--- src/rtl/vga_scan_timing.sv ---
// VGA raster timing generator: counters, stage-0 X/Y/blank registers, and a
// two-stage pipeline that aligns sync/blank to colour returned by the averager.
module vga_scan_timing #(
  parameter int H_ACTIVE = 640,
  parameter int H_FP     = 16,
  parameter int H_SYNC   = 96,
  parameter int H_BP     = 48,
  parameter int V_ACTIVE = 480,
  parameter int V_FP     = 10,
  parameter int V_SYNC   = 2,
  parameter int V_BP     = 33
) (
  input  logic       iCLK,
  input  logic       iRST_N,
  output logic [9:0] oVGA_X,
  output logic [9:0] oVGA_Y,
  output logic       oVGA_BLANK,
  output logic       oFRAME_START,
  input  logic [4:0] iRed,
  input  logic [4:0] iGreen,
  input  logic [4:0] iBlue,
  output logic [9:0] oVGA_R,
  output logic [9:0] oVGA_G,
  output logic [9:0] oVGA_B,
  output logic       oVGA_HS,
  output logic       oVGA_VS,
  output logic       oVGA_BLANK_N,
  output logic       oVGA_SYNC_N
);

  localparam int H_TOTAL = H_ACTIVE + H_FP + H_SYNC + H_BP;
  localparam int V_TOTAL = V_ACTIVE + V_FP + V_SYNC + V_BP;
  localparam int HW      = $clog2(H_TOTAL);
  localparam int VW      = $clog2(V_TOTAL);

  localparam logic [HW-1:0] H_LAST       = HW'(H_TOTAL - 1);
  localparam logic [HW-1:0] H_ACT        = HW'(H_ACTIVE);
  localparam logic [HW-1:0] H_SYNC_FIRST = HW'(H_ACTIVE + H_FP);
  localparam logic [HW-1:0] H_SYNC_LAST  = HW'(H_ACTIVE + H_FP + H_SYNC - 1);
  localparam logic [VW-1:0] V_LAST       = VW'(V_TOTAL - 1);
  localparam logic [VW-1:0] V_ACT        = VW'(V_ACTIVE);
  localparam logic [VW-1:0] V_SYNC_FIRST = VW'(V_ACTIVE + V_FP);
  localparam logic [VW-1:0] V_SYNC_LAST  = VW'(V_ACTIVE + V_FP + V_SYNC - 1);

  typedef struct packed {
    logic blank;
    logic hs;
    logic vs;
  } vid_ctl_t;

  // Syncs idle high and video is blanked whenever the pipeline is cleared.
  localparam vid_ctl_t CTL_IDLE = '{blank: 1'b0, hs: 1'b1, vs: 1'b1};

  logic [HW-1:0] h_cnt;
  logic [VW-1:0] v_cnt;
  logic          h_act, v_act;
  vid_ctl_t      ctl_raw, ctl_0, ctl_1, ctl_2;
  logic [4:0]    red_q, green_q, blue_q;

  // NOTE: every clocked register uses non-blocking assignment so all stages
  // sample pre-edge values and the pipeline shifts by exactly one per clock.
  always_ff @(posedge iCLK or negedge iRST_N) begin
    if (!iRST_N) begin
      h_cnt <= '0;
      v_cnt <= '0;
    end else if (h_cnt == H_LAST) begin
      h_cnt <= '0;
      v_cnt <= (v_cnt == V_LAST) ? '0 : v_cnt + 1'b1;
    end else begin
      h_cnt <= h_cnt + 1'b1;
    end
  end

  assign h_act      = (h_cnt < H_ACT);
  assign v_act      = (v_cnt < V_ACT);
  assign ctl_raw.blank = h_act && v_act;
  assign ctl_raw.hs = !((h_cnt >= H_SYNC_FIRST) && (h_cnt <= H_SYNC_LAST));
  assign ctl_raw.vs = !((v_cnt >= V_SYNC_FIRST) && (v_cnt <= V_SYNC_LAST));

  // Stage 0: registered view of the counters; this is the X/Y the averager sees.
  always_ff @(posedge iCLK or negedge iRST_N) begin
    if (!iRST_N) begin
      oVGA_X       <= '0;
      oVGA_Y       <= '0;
      oFRAME_START <= 1'b0;
      ctl_0        <= CTL_IDLE;
    end else begin
      oVGA_X       <= h_act ? 10'(h_cnt) : '0;
      oVGA_Y       <= v_act ? 10'(v_cnt) : '0;
      oFRAME_START <= (h_cnt == '0) && (v_cnt == '0);
      ctl_0        <= ctl_raw;
    end
  end

  assign oVGA_BLANK = ctl_0.blank;

  // Colour for pixel N arrives one clock after X/Y = N, so capturing it here
  // lines it up with the control bits that have travelled two stages.
  always_ff @(posedge iCLK or negedge iRST_N) begin
    if (!iRST_N) begin
      ctl_1   <= CTL_IDLE;
      ctl_2   <= CTL_IDLE;
      red_q   <= '0;
      green_q <= '0;
      blue_q  <= '0;
    end else begin
      ctl_1   <= ctl_0;
      ctl_2   <= ctl_1;
      red_q   <= iRed;
      green_q <= iGreen;
      blue_q  <= iBlue;
    end
  end

  assign oVGA_R       = ctl_2.blank ? {red_q, red_q}     : '0;
  assign oVGA_G       = ctl_2.blank ? {green_q, green_q} : '0;
  assign oVGA_B       = ctl_2.blank ? {blue_q, blue_q}   : '0;
  assign oVGA_HS      = ctl_2.hs;
  assign oVGA_VS      = ctl_2.vs;
  assign oVGA_BLANK_N = ctl_2.blank;
  assign oVGA_SYNC_N  = 1'b0;

endmodule

--- config.mk ---
export PLATFORM = sky130hd
export DESIGN_NAME = vga_scan_timing
export DESIGN_NICKNAME = d
export VERILOG_FILES = /design/src/rtl/vga_scan_timing.sv
export SDC_FILE = /design/constraint.sdc
export NUM_CORES = 1
export LEC_CHECK = 0
export ABC_AREA = 1
export BUFFER_PORTS_ARGS = -buffer_cell sky130_fd_sc_hd__buf_2
export CORE_ASPECT_RATIO = 1.1
export CORE_MARGIN = 1
export CORE_UTILIZATION = 56
export CTS_CLUSTER_SIZE = 14
export DETAILED_ROUTE_END_ITERATION = 16
export PLACE_DENSITY = 0.84
export SLEW_MARGIN = 20
export SYNTH_ARGS = -nofsm -noshare
export SYNTH_HDL_FRONTEND = slang
export SYNTH_SLANG_ARGS = --single-unit
--- constraint.sdc ---
create_clock -name iCLK -period 3.2 [get_ports iCLK]
set_input_delay 0.64 -clock iCLK [delete_from_list [all_inputs] [get_ports iCLK]]
set_output_delay 0.64 -clock iCLK [all_outputs]
set_load 0.01 [all_outputs]
# Word-level counts from Yosys, hierarchy flattened
# Cells that the tools add are included.
# totals
regBits	65
inputBits	17
output_inout_bits	56
# classes
add_sub_neg	2
n_lt_le_gt_ge	6
n_eq_ne	2
mux	7
n_reduce_logical	8
# op_table
operator	count
$mux 10	7
$add 10x1->10 const B	2
$eq 10x10->1 const B	2
$logic_not 10->1	2
$ge 10x10->1 const B	1
$ge 10x9->1 const B	1
$le 10x10->1 const B	1
$le 10x9->1 const B	1
$lt 10x10->1 const B	1
$lt 10x9->1 const B	1
$logic_and 1x1->1	4
$logic_not 1->1	2

# Depth between registers and ports, before layout
# Gate-level depths: netlist of the first run.
# depth
depth_word	3
ltp_mapped	8
mapped_depth_nobuf	8

# Worst setup path after synthesis of the first run
# No wires, ideal clock.
# synth_timing
path_type	reg2out
startpoint	reg ctl_2, in the netlist oVGA_BLANK_N
endpoint	out oVGA_B[5]
arrival_time_ns	1.039
slack_ns	1.521
path_stages_with_launch	5
cell_sequence	dfrtp_1 clkbuf_1 nand2_1 inv_1 buf_4
# synth_via
elab_chain_cells	1
# synth_lines
element	line	rtl
from (decl)	57	vid_ctl_t ctl_raw, ctl_0, ctl_1, ctl_2;
from (signal assigned)	108	ctl_2 <= ctl_1;
$mux 10	117	assign oVGA_B = ctl_2.blank ? {blue_q, blue_q} : '0;
to (decl)	24	output logic [9:0] oVGA_B,
# No other way between the ends.

# Final worst setup path of the first run
# layout_timing
startpoint	reg ctl_2, in the netlist oVGA_BLANK_N
endpoint	out oVGA_B[9]
# Same word-level chain as after synthesis.

==> flow_summary.yaml, run 1 <==
status:
  status: "complete, no violations"
logic_synthesis:
  synth.avg_cell_area_um2: 9.50
  seq_area_frac_synth_pct: 59.5
  async_flop_share_pct: 100
  yosysWarnings: 0
  synth_top_area_share_pct: 53.8
  synth_cell_types: 31
  synthCells: 289
  synth_top_area_cell: "dfrtp_1"
  yosys-top-cells-count: "dfrtp_1, inv_1, nand2_1, nor2_1, buf_4"
  synth-seq-cells: 65
  synth_edf_count: 0
  synth_area_leaders: "dfrtp_1, inv_1, nand2_1"
  synth_area_um2: 2750
  yosysMostFrequentCell: "dfrtp_1"
  synth-main-ff-cell: "dfrtp_1"
placed_design:
  place_area_um2: 3060
  dp_slack_ns: 1.60
  port_buffers: 71
  hpwlAfterDp_mm: 3.88
  dp.cells: 401
  gp_congestion: 0.908
detailed_routing:
  drt_iter0_drc: 256
  drt-pass1-iter-count: 4
  drt.antenna.violating_nets: 0
  routed_wirelength_mm: 5.14
  drc: 0
  vias_per_cell: 4.95
  vias: 2064
  routedWlPerCell_um: 12.3
min_path:
  hold_class: "register to register"
  min_from: "ctl_1[2]$_DFF_PN0_"
  hold_path_end: "oVGA_BLANK_N$_DFF_PN0_"
  min_path_cells: 0
pwr:
  powerDensity_nw_per_um2: 459
  vdd_ir_drop_max_uv: 271
  power_switching_mw: 0.343
  swShare_pct: 23.2
  leakage_nw: 1.83
  intPower_mw: 1.14
  seq_power_share_pct: 56.5
  p_comb_share_pct: 4.5
  clockPowerShare_pct: 39.0
cts:
  cts_root_buf: "clkbuf_8"
  cts_buffer_depth: 2
  htreeDepth: 3
  path_clk_slew_ns: 0.07
  insertion_delay_ns: 0.33
  cts_hold_buffers: 0
  cts_resized: 0
  numCtsBuffers: 9
  cts_tree: "done"
  clkSinkCount: 65
  postCtsSetupRepairBufs: 0
floorplan:
  die_x_um: 68.8
  placeableCoreArea_um2: 4680
  die_area_um2: 5190
  start_util_pct: 58.6
  fp-row-count: 26
  die_h_um: 75.4
  ios: 73
global_route:
  grtUsageTotal_pct: 22.6
  antenna_found_initial: 0
  grt_pass1_vias: 1894
  grt-ovfl-total: 0
  grt_first_pass_wirelength_mm: 8.27
  grt_max_degree: 35
finish:
  fin_area_um2: 3220
  nFillCells: 354
  multi_input_area_um2: 773
  n_antenna_cell: 0
  drive_above_1_share_pct: 30.5
  fin_nets: 377
  areaGrowthSynthToFinish_pct: 17.5
  fin_cells: 417
  regArea_um2: 1630
setup_path:
  required_ns: 2.56
  reg2reg_to: "v_cnt[6]$_DFFE_PN0N_"
  reg2reg_depth: 5
  crit_fanout: 16
  r2r_slack_ns: 1.69
  worstPathCellList: "nand2_1 -> inv_1 -> buf_2"
  path_delay_family: "flip-flops"
  cp.arrival_ns: 1.29
  path_class: "register to output pin"
  worstSetupEndpointType: "output pin"
  crit_path_start: "oVGA_BLANK_N$_DFF_PN0_"
  slowest_stage: "dfrtp_1"
  slowest_delay_ns: 0.62
  cp-start-kind: "register"
  rr_startpoint: "h_cnt[0]$_DFF_PN0_"
  path_buf_inv: 2
job:
  drv_cap: 0
timing:
  final-setup-viol-count: 0
  slew_headroom_pct: 51.2
  finalSetupTns_ns: 0
  fmax_mhz: 517
  tightest_slew_ns: 0.733
  worst_slack_ns: 1.27
  drv_slew: 0
  min_period_ns: 1.93
  clock_skew_ns: 0.00490
  rsz0062_at_grt: "false"
  period_share_pct: 60.4
  final_hold_viol_count: 0
[layer usage]
metal | vias up | part of all wire (%) | GRT usage [%]
met2 | 89 | 49 | 38.6
met3 | 8 | 9.1 | 7.19
li1 | 994 | - | -
met4 | 0 | 1.9 | 10.4
met1 | 973 | 40 | 25.8
met5 | - | 0 | 0
[worst register-to-register path: stages (launching register included)]
cell and delay (ns):
dfrtp_1 0.43, ha_1 0.27, nand4_2 0.18, nor2_4 0.27, nand3_2 0.10, xor2_1 0.15
[cell families after synthesis]
logic type      after synthesis  synth area share, %
fa+ha+maj                     4                 1.82
buf+inv                      74                 12.4
simple gates                127                 21.7
compound gates               13                 2.73
xor+xnor                      5                 1.60
flops                        65                 59.5
other cells                   1                0.137
[power by group through the flow]
stage	clock network, mW	registers [mW]	logic (mW)
detailed placement	0	0.850	0.0688
global route	0.632	0.835	0.0799
global placement	0	0.849	0.0662
CTS	0.592	0.835	0.0688
floorplan	0	0.850	0.0353
finish	0.577	0.835	0.0667
[cell type report]
cell class	count	area share, %
inverters	56	6.60
multi-input cells	151	24.0
flip-flops and latches	65	50.7
clock inverters	5	1.01
repair buffers	73	11.5
clock buffers	11	4.07
well taps	56	2.17
[layout by cell type (no fill, tap or decap), types with 2 or more instances in the layout]
cell type / instances
buf_2: 71
dfrtp_1: 59
inv_1: 52
nand2_1: 51
nor2_1: 40
nand3_1: 11
clkbuf_8: 9
nand4_1: 8
o21ai_0: 7
dfstp_2: 6
xor2_1: 5
ha_1: 4
nand2_2: 3
nor2_2: 3
clkinvlp_4: 3
inv_2: 2
nor3_2: 2
nor3_1: 2
nor2_4: 2
nand3_2: 2
o21ai_1: 2
conb_1: 2
clkinv_2: 2
clkbuf_1: 2
buf_4: 2
[how the worst max path moves through the flow]
stage,to,slack [ns],depth (start not counted)
2_1_floorplan,oVGA_B[5],1.52,4
3_3_place_gp,oVGA_HS$_DFF_PN1_,1.68,2
3_5_place_dp,oVGA_B[4],1.60,3
4_1_cts,oVGA_B[4],1.23,3
5_1_grt,oVGA_B[7],1.07,3
6_report,oVGA_B[9],1.27,3
[registers in the layout (all words and copies together) (netlist names), 2 cells and up]
| register | count |
|---|---|
| h_cnt | 10 |
| oVGA_X | 10 |
| oVGA_Y | 10 |
| v_cnt | 10 |
| blue_q | 5 |
| green_q | 5 |
| red_q | 5 |
| ctl_1 | 3 |
| ctl_0 | 2 |
[metrics by stage]
stage	power, mW	util, %	hold WS [ns]
after floorplan	0.885	-	0.331
after global placement	0.916	65.3	0.334
after detailed placement	0.919	65.3	0.335
after CTS	1.50	68.8	0.350
after global routing	1.55	68.8	0.358
final	1.48	68.8	0.349
Note: power is estimated with default switching activity, not from simulation.
==> inputs of run 2 (changes only) <==
--- a/config.mk
+++ b/config.mk
@@ -9,10 +9,10 @@
 export BUFFER_PORTS_ARGS = -buffer_cell sky130_fd_sc_hd__buf_2
 export CORE_ASPECT_RATIO = 1.1
 export CORE_MARGIN = 1
-export CORE_UTILIZATION = 56
+export CORE_UTILIZATION = 47
 export CTS_CLUSTER_SIZE = 14
 export DETAILED_ROUTE_END_ITERATION = 16
-export PLACE_DENSITY = 0.84
+export PLACE_DENSITY = 0.75
 export SLEW_MARGIN = 20
 export SYNTH_ARGS = -nofsm -noshare
 export SYNTH_HDL_FRONTEND = slang
==> constraint.sdc (replaced) <==
create_clock -name iCLK -period 1.6 [get_ports iCLK]
set_input_delay 0.32 -clock iCLK [delete_from_list [all_inputs] [get_ports iCLK]]
set_output_delay 0.32 -clock iCLK [all_outputs]
set_load 0.01 [all_outputs]
==> run 2 against run 1 <==
Against the previous run: critical path depth up 2; die area up 19%; sequential power up 100%; design area up 1.7%; clock skew up 0.0022 ns; critical endpoint is now v_cnt[6]$_DFFE_PN0N_; largest cell class unchanged.
==> flow_summary.yaml, run 2 (synthesis gave the netlist of run 1 again) <==
global_route:
  grt-ovfl-total: 0
  grtUsageTotal_pct: 18.5
  grt_max_degree: 66
  grt_pass1_vias: 1835
  antenna_found_initial: 0
  grt_first_pass_wirelength_mm: 8.20
finish:
  final_cell_mix: "buf_2, dfrtp_1, inv_1"
  areaGrowthSynthToFinish_pct: 19.5
  multi_input_area_um2: 773
  regArea_um2: 1640
  postLayoutCoreUtil_pct: 59.6
  n_antenna_cell: 0
  fin_nets: 377
  drive_above_1_share_pct: 31.0
  nFillCells: 484
  final_common_cell: "buf_2"
setup_path:
  slowest_stage: "dfrtp_1"
  rr_startpoint: "h_cnt[0]$_DFF_PN0_"
  worstSetupEndpointType: "register"
  slowest_delay_ns: 0.41
  reg2reg_to: "v_cnt[6]$_DFFE_PN0N_"
  path_class: "register to register"
  r2r_slack_ns: 0.13
  reg2reg_depth: 5
  cp-start-kind: "register"
  crit_fanout: 8
  worstPathCellList: "ha_1 -> nand4_2 -> nor2_4 -> nand3_2 -> xor2_1"
  required_ns: 1.82
  cp.arrival_ns: 1.69
floorplan:
  placeableCoreArea_um2: 5500
  fp-row-count: 28
  ios: 73
  start_util_pct: 49.9
  die_x_um: 74.9
  die_area_um2: 6150
  die_h_um: 82.2
job:
  drv_cap: 0
min_path:
  hold_path_end: "blue_q[2]$_DFF_PN0_"
  min_path_cells: 1
  hold_class: "input port to register"
  min_from: "iBlue[2]"
pwr:
  swShare_pct: 24.3
  p_comb_share_pct: 4.5
  vdd_ir_drop_max_uv: 458
  intPower_mw: 2.29
  clockPowerShare_pct: 40.4
  seq_power_share_pct: 55.2
  power_switching_mw: 0.733
  powerDensity_nw_per_um2: 922
  leakage_nw: 1.84
timing:
  fin_hold_ws_ns: 0.0823
  final_hold_viol_count: 0
  final-setup-viol-count: 0
  min_period_ns: 1.47
  period_share_pct: 91.8
  rsz0062_at_grt: "false"
  clock_skew_ns: 0.00707
  fmax_mhz: 681
  drv_slew: 0
  finalSetupTns_ns: 0
  worst_slack_ns: 0.131
detailed_routing:
  drc: 0
  routed_wirelength_mm: 5.00
  vias_per_cell: 4.70
  vias: 2050
  drt.antenna.violating_nets: 0
  routedWlPerCell_um: 11.5
  drt_iter0_drc: 123
  drt-pass1-iter-count: 4
cts:
  cts_buffer_depth: 2
  htreeDepth: 3
  cts_root_buf: "clkbuf_8"
  insertion_delay_ns: 0.34
  numCtsBuffers: 9
  cts_tree: "done"
  clkSinkCount: 65
  path_clk_slew_ns: 0.08
placed_design:
  hpwlAfterDp_mm: 3.62
  dp_slack_ns: 0.154
  port_buffers: 71
  gp_congestion: 0.866
status:
  status: "complete, no violations"
## run 2: cell count changes in the layout (fill, tap and decap cells not counted), sizes merged
cell / previous run / this run
buf: 73 / 72
clkbuf: 11 / 9
clkinv: 3 / 4
dlygate4sd3: 0 / 1
inv: 55 / 57
clkinvlp: 3 / 2
## run 2: cell type report
class                   instances  area share, %
well taps                      75           2.86
clock inverters                 7           1.68
inverters                      56           6.49
clock buffers                   9           3.78
flip-flops and latches         65           49.9
multi-input cells             151           23.6
repair buffers                 73           11.8
## run 2: worst max path at each step
| stage | slack (ns) | start | endpoint |
|---|---|---|---|
| after floorplan | 0.24 | oVGA_BLANK_N$_DFF_PN0_ | oVGA_B[5] |
| after global placement | 0.22 | h_cnt[0]$_DFF_PN0_ | v_cnt[6]$_DFFE_PN0N_ |
| after detailed placement | 0.15 | h_cnt[0]$_DFF_PN0_ | v_cnt[6]$_DFFE_PN0N_ |
| after CTS | 0.10 | oVGA_BLANK_N$_DFF_PN0_ | oVGA_B[0] |
| after global routing | 0.01 | oVGA_BLANK_N$_DFF_PN0_ | oVGA_B[5] |
| final | 0.13 | h_cnt[0]$_DFF_PN0_ | v_cnt[6]$_DFFE_PN0N_ |
## run 2: metal layers
layer  vias up  wire length (µm)  track usage [%]
met1       947              2090             21.5
met2       100              2390             30.1
met5         -                 0                0
met3         6               455             6.80
li1        997                 -                -
met4         0                60             9.06
## run 2: per-stage QoR
step,instance area (µm²),instances,total power [mW]
final,3280,436,3.02
after detailed placement,3090,419,1.84
after floorplan,2750,290,1.77
after CTS,3280,436,3.07
after global placement,3090,419,1.83
after global routing,3280,436,3.17
## run 2: what timing repair did
action,in CTS,in global routing
hold buffers,1,0
buffers inserted,0,0
setup endpoints to repair,12,0
hold endpoints to repair,59,0
resized for setup,1,0
## run 2: worst max-delay path: cells and delay by family, from the launching register on
family        cells  cell delay [ns]
simple gates      3             0.53
flops             1             0.41
fa+ha+maj         1             0.25
xor+xnor          1             0.15
## run 2: power by group through the flow
| stage | Sequential [mW] | Combinational (mW) | Clock [mW] |
|---|---|---|---|
| after floorplan | 1.70 | 0.0706 | 0 |
| after global placement | 1.70 | 0.134 | 0 |
| after detailed placement | 1.70 | 0.137 | 0 |
| after CTS | 1.67 | 0.139 | 1.27 |
| after global routing | 1.67 | 0.162 | 1.34 |
| final | 1.67 | 0.135 | 1.22 |
==> inputs of run 3 (changes only) <==
--- a/config.mk
+++ b/config.mk
@@ -5,11 +5,10 @@
 export SDC_FILE = /design/constraint.sdc
 export NUM_CORES = 1
 export LEC_CHECK = 0
-export ABC_AREA = 1
 export BUFFER_PORTS_ARGS = -buffer_cell sky130_fd_sc_hd__buf_2
 export CORE_ASPECT_RATIO = 1.1
 export CORE_MARGIN = 1
-export CORE_UTILIZATION = 47
+export CORE_UTILIZATION = 46
 export CTS_CLUSTER_SIZE = 14
 export DETAILED_ROUTE_END_ITERATION = 16
 export PLACE_DENSITY = 0.75
@@ -17,3 +16,4 @@
 export SYNTH_ARGS = -nofsm -noshare
 export SYNTH_HDL_FRONTEND = slang
 export SYNTH_SLANG_ARGS = --single-unit
+export TNS_END_PERCENT = 1
==> constraint.sdc (replaced) <==
create_clock -name iCLK -period 1.6 [get_ports iCLK]
set_input_delay 0.24 -clock iCLK [delete_from_list [all_inputs] [get_ports iCLK]]
set_output_delay 0.24 -clock iCLK [all_outputs]
set_load 0.01 [all_outputs]
==> run 3 against run 2 <==
Against the previous run: design area increased by 2.8%; critical path depth is 1 higher; register-to-register slack got worse by 0.06 ns; clock skew up 0.0021 ns; maximum frequency fell by 4.2%; largest power group is now the clock network.
==> flow_summary.yaml, run 3 <==
status:
  status: "complete, no violations"
placed_design:
  dp_slack_ns: 0.0389
  port_buffers: 71
  gp_congestion: 0.934
  place_area_um2: 3030
  hpwlAfterDp_mm: 3.38
  dp.cells: 358
global_route:
  antenna_found_initial: 0
  grt-ovfl-total: 0
  grtUsageTotal_pct: 17.9
  grt_max_degree: 49
  grt_pass1_vias: 1676
  grt_first_pass_wirelength_mm: 7.77
timing:
  final_hold_viol_count: 0
  worst_slack_ns: 0.0667
  drv_slew: 0
  rsz0062_at_grt: "true"
  final-setup-viol-count: 0
  min_period_ns: 1.53
  period_share_pct: 95.8
  fin_hold_ws_ns: 0.0197
  fmax_mhz: 652
  finalSetupTns_ns: 0
  clock_skew_ns: 0.00917
logic_synthesis:
  seq_area_frac_synth_pct: 63.1
  synth.avg_cell_area_um2: 12.1
  synth_edf_count: 0
  synth_area_um2: 2590
  synthCells: 215
  synth_cell_types: 37
  synth_top_area_cell: "dfrtp_1"
  async_flop_share_pct: 100
  yosysWarnings: 0
  yosysMostFrequentCell: "dfrtp_1"
  synth_area_leaders: "dfrtp_1, and2_1, dfstp_2"
  synth-main-ff-cell: "dfrtp_1"
  synth-seq-cells: 65
  synth_top_area_share_pct: 57.0
  yosys-top-cells-count: "dfrtp_1, and2_1, buf_4, nand2_1, nor2_1"
cts:
  numCtsBuffers: 9
  cts_root_buf: "clkbuf_8"
  cts_buffer_depth: 2
  insertion_delay_ns: 0.33
  htreeDepth: 3
  path_clk_slew_ns: 0.07
  cts_tree: "done"
  postCtsSetupRepairBufs: 0
  clkSinkCount: 65
job:
  drv_cap: 0
setup_path:
  required_ns: 1.80
  worstPathCellList: "inv_1 -> ha_1 -> nor4bb_2 -> nand2_1 -> o21ai_1 -> o22ai_1"
  slowest_stage: "dfrtp_1"
  path_buf_inv: 1
  crit_fanout: 3
  r2r_slack_ns: 0.07
  path_class: "register to register"
  crit_path_start: "v_cnt[1]$_DFFE_PN0N_"
  worstSetupEndpointType: "register"
  cp-start-kind: "register"
  path_delay_family: "simple AND/OR/NAND/NOR gates"
  cp.arrival_ns: 1.73
  rr_startpoint: "v_cnt[1]$_DFFE_PN0N_"
  slowest_delay_ns: 0.38
detailed_routing:
  routed_wirelength_mm: 4.88
  drc: 0
  drt_iter0_drc: 91
  drt-pass1-iter-count: 4
  routedWlPerCell_um: 12.9
  vias_per_cell: 4.82
  vias: 1826
  drt.antenna.violating_nets: 0
min_path:
  min_from: "iGreen[0]"
  hold_class: "input port to register"
floorplan:
  die_area_um2: 5940
  fp-row-count: 28
  ios: 73
  die_x_um: 73.6
  start_util_pct: 48.0
  placeableCoreArea_um2: 5400
  die_h_um: 80.7
finish:
  final_cell_mix: "buf_2, dfrtp_1, and2_1"
  drive_above_1_share_pct: 38.8
  fin_nets: 320
  nFillCells: 422
  fin_cells: 379
  multi_input_area_um2: 821
  regArea_um2: 1630
  n_antenna_cell: 0
  final_common_cell: "buf_2"
  areaGrowthSynthToFinish_pct: 30.1
  fin_area_um2: 3370
pwr:
  powerDensity_nw_per_um2: 1040
  leakage_nw: 1.69
  vdd_ir_drop_max_uv: 516
run 3: area by class of cell:
| class | instances | area share (%) |
|---|---|---|
| Multi-Input combinational cell | 124 | 24.4 |
| Clock inverter | 4 | 2.93 |
| Clock buffer | 12 | 4.60 |
| Sequential cell | 65 | 48.5 |
| Timing Repair Buffer | 93 | 16.2 |
| Inverter | 6 | 0.668 |
| Tap cell | 75 | 2.78 |
run 3: repair_timing:
action	4_1_cts	5_1_grt
gates resized for setup	2	8
hold buffers	5	0
setup endpoints to repair	3	10
endpoints found under the hold margin	21	0
run 3: per-stage QoR:
stage,util [%],power [mW]
floorplan,-,1.77
global placement,56.1,1.83
detailed placement,56.1,1.84
CTS,61.9,3.55
global route,62.5,3.64
finish,62.5,3.51
run 3: cells by family (layout without fill, tap and decap cells):
| group | after synthesis | in the layout | synth area share, % |
|---|---|---|---|
| adders and majority gates | 4 | 4 | 1.93 |
| other | 1 | 2 | 0.145 |
| and+or+nand+nor | 92 | 92 | 21.0 |
| AOI/OAI and AO/OA | 16 | 16 | 3.67 |
| DFF | 65 | 65 | 63.1 |
| buffers and inverters | 27 | 115 | 6.86 |
| xor gates and xnor gates | 10 | 10 | 3.38 |
run 3: worst reg2reg max path, stage by stage (launching register included):
cell      delay (ns)
dfrtp_1         0.38
inv_1           0.10
ha_1            0.16
nor4bb_2        0.30
nand2_1         0.15
o21ai_1         0.22
o22ai_1         0.11
run 3: report_power, final:
group          internal [mW]  switching (mW)  total (mW)
clock network           1.12           0.574        1.70
registers               1.66         0.00427        1.67
logic                 0.0628          0.0813       0.144
total                   2.85           0.660        3.51
run 3: final timing paths:
kind | end | cells past startpoint
setup / recovery | v_cnt[1]$_DFFE_PN0N_ | 6
setup reg to reg | v_cnt[1]$_DFFE_PN0N_ | 6
hold reg to reg | oVGA_BLANK_N$_DFF_PN0_ | 0
hold / removal | green_q[0]$_DFF_PN0_ | 1
min in group asynchronous | oVGA_X[3]$_DFF_PN0_ | 2
max in group asynchronous | ctl_1[0]$_DFF_PN1_ | 3
run 3: layer usage:
metal / routed length [µm] / global-route usage, %
met5: 0 / 0
met4: 85 / 12.7
met3: 351 / 3.39
met2: 2470 / 29.3
met1: 1970 / 20.9
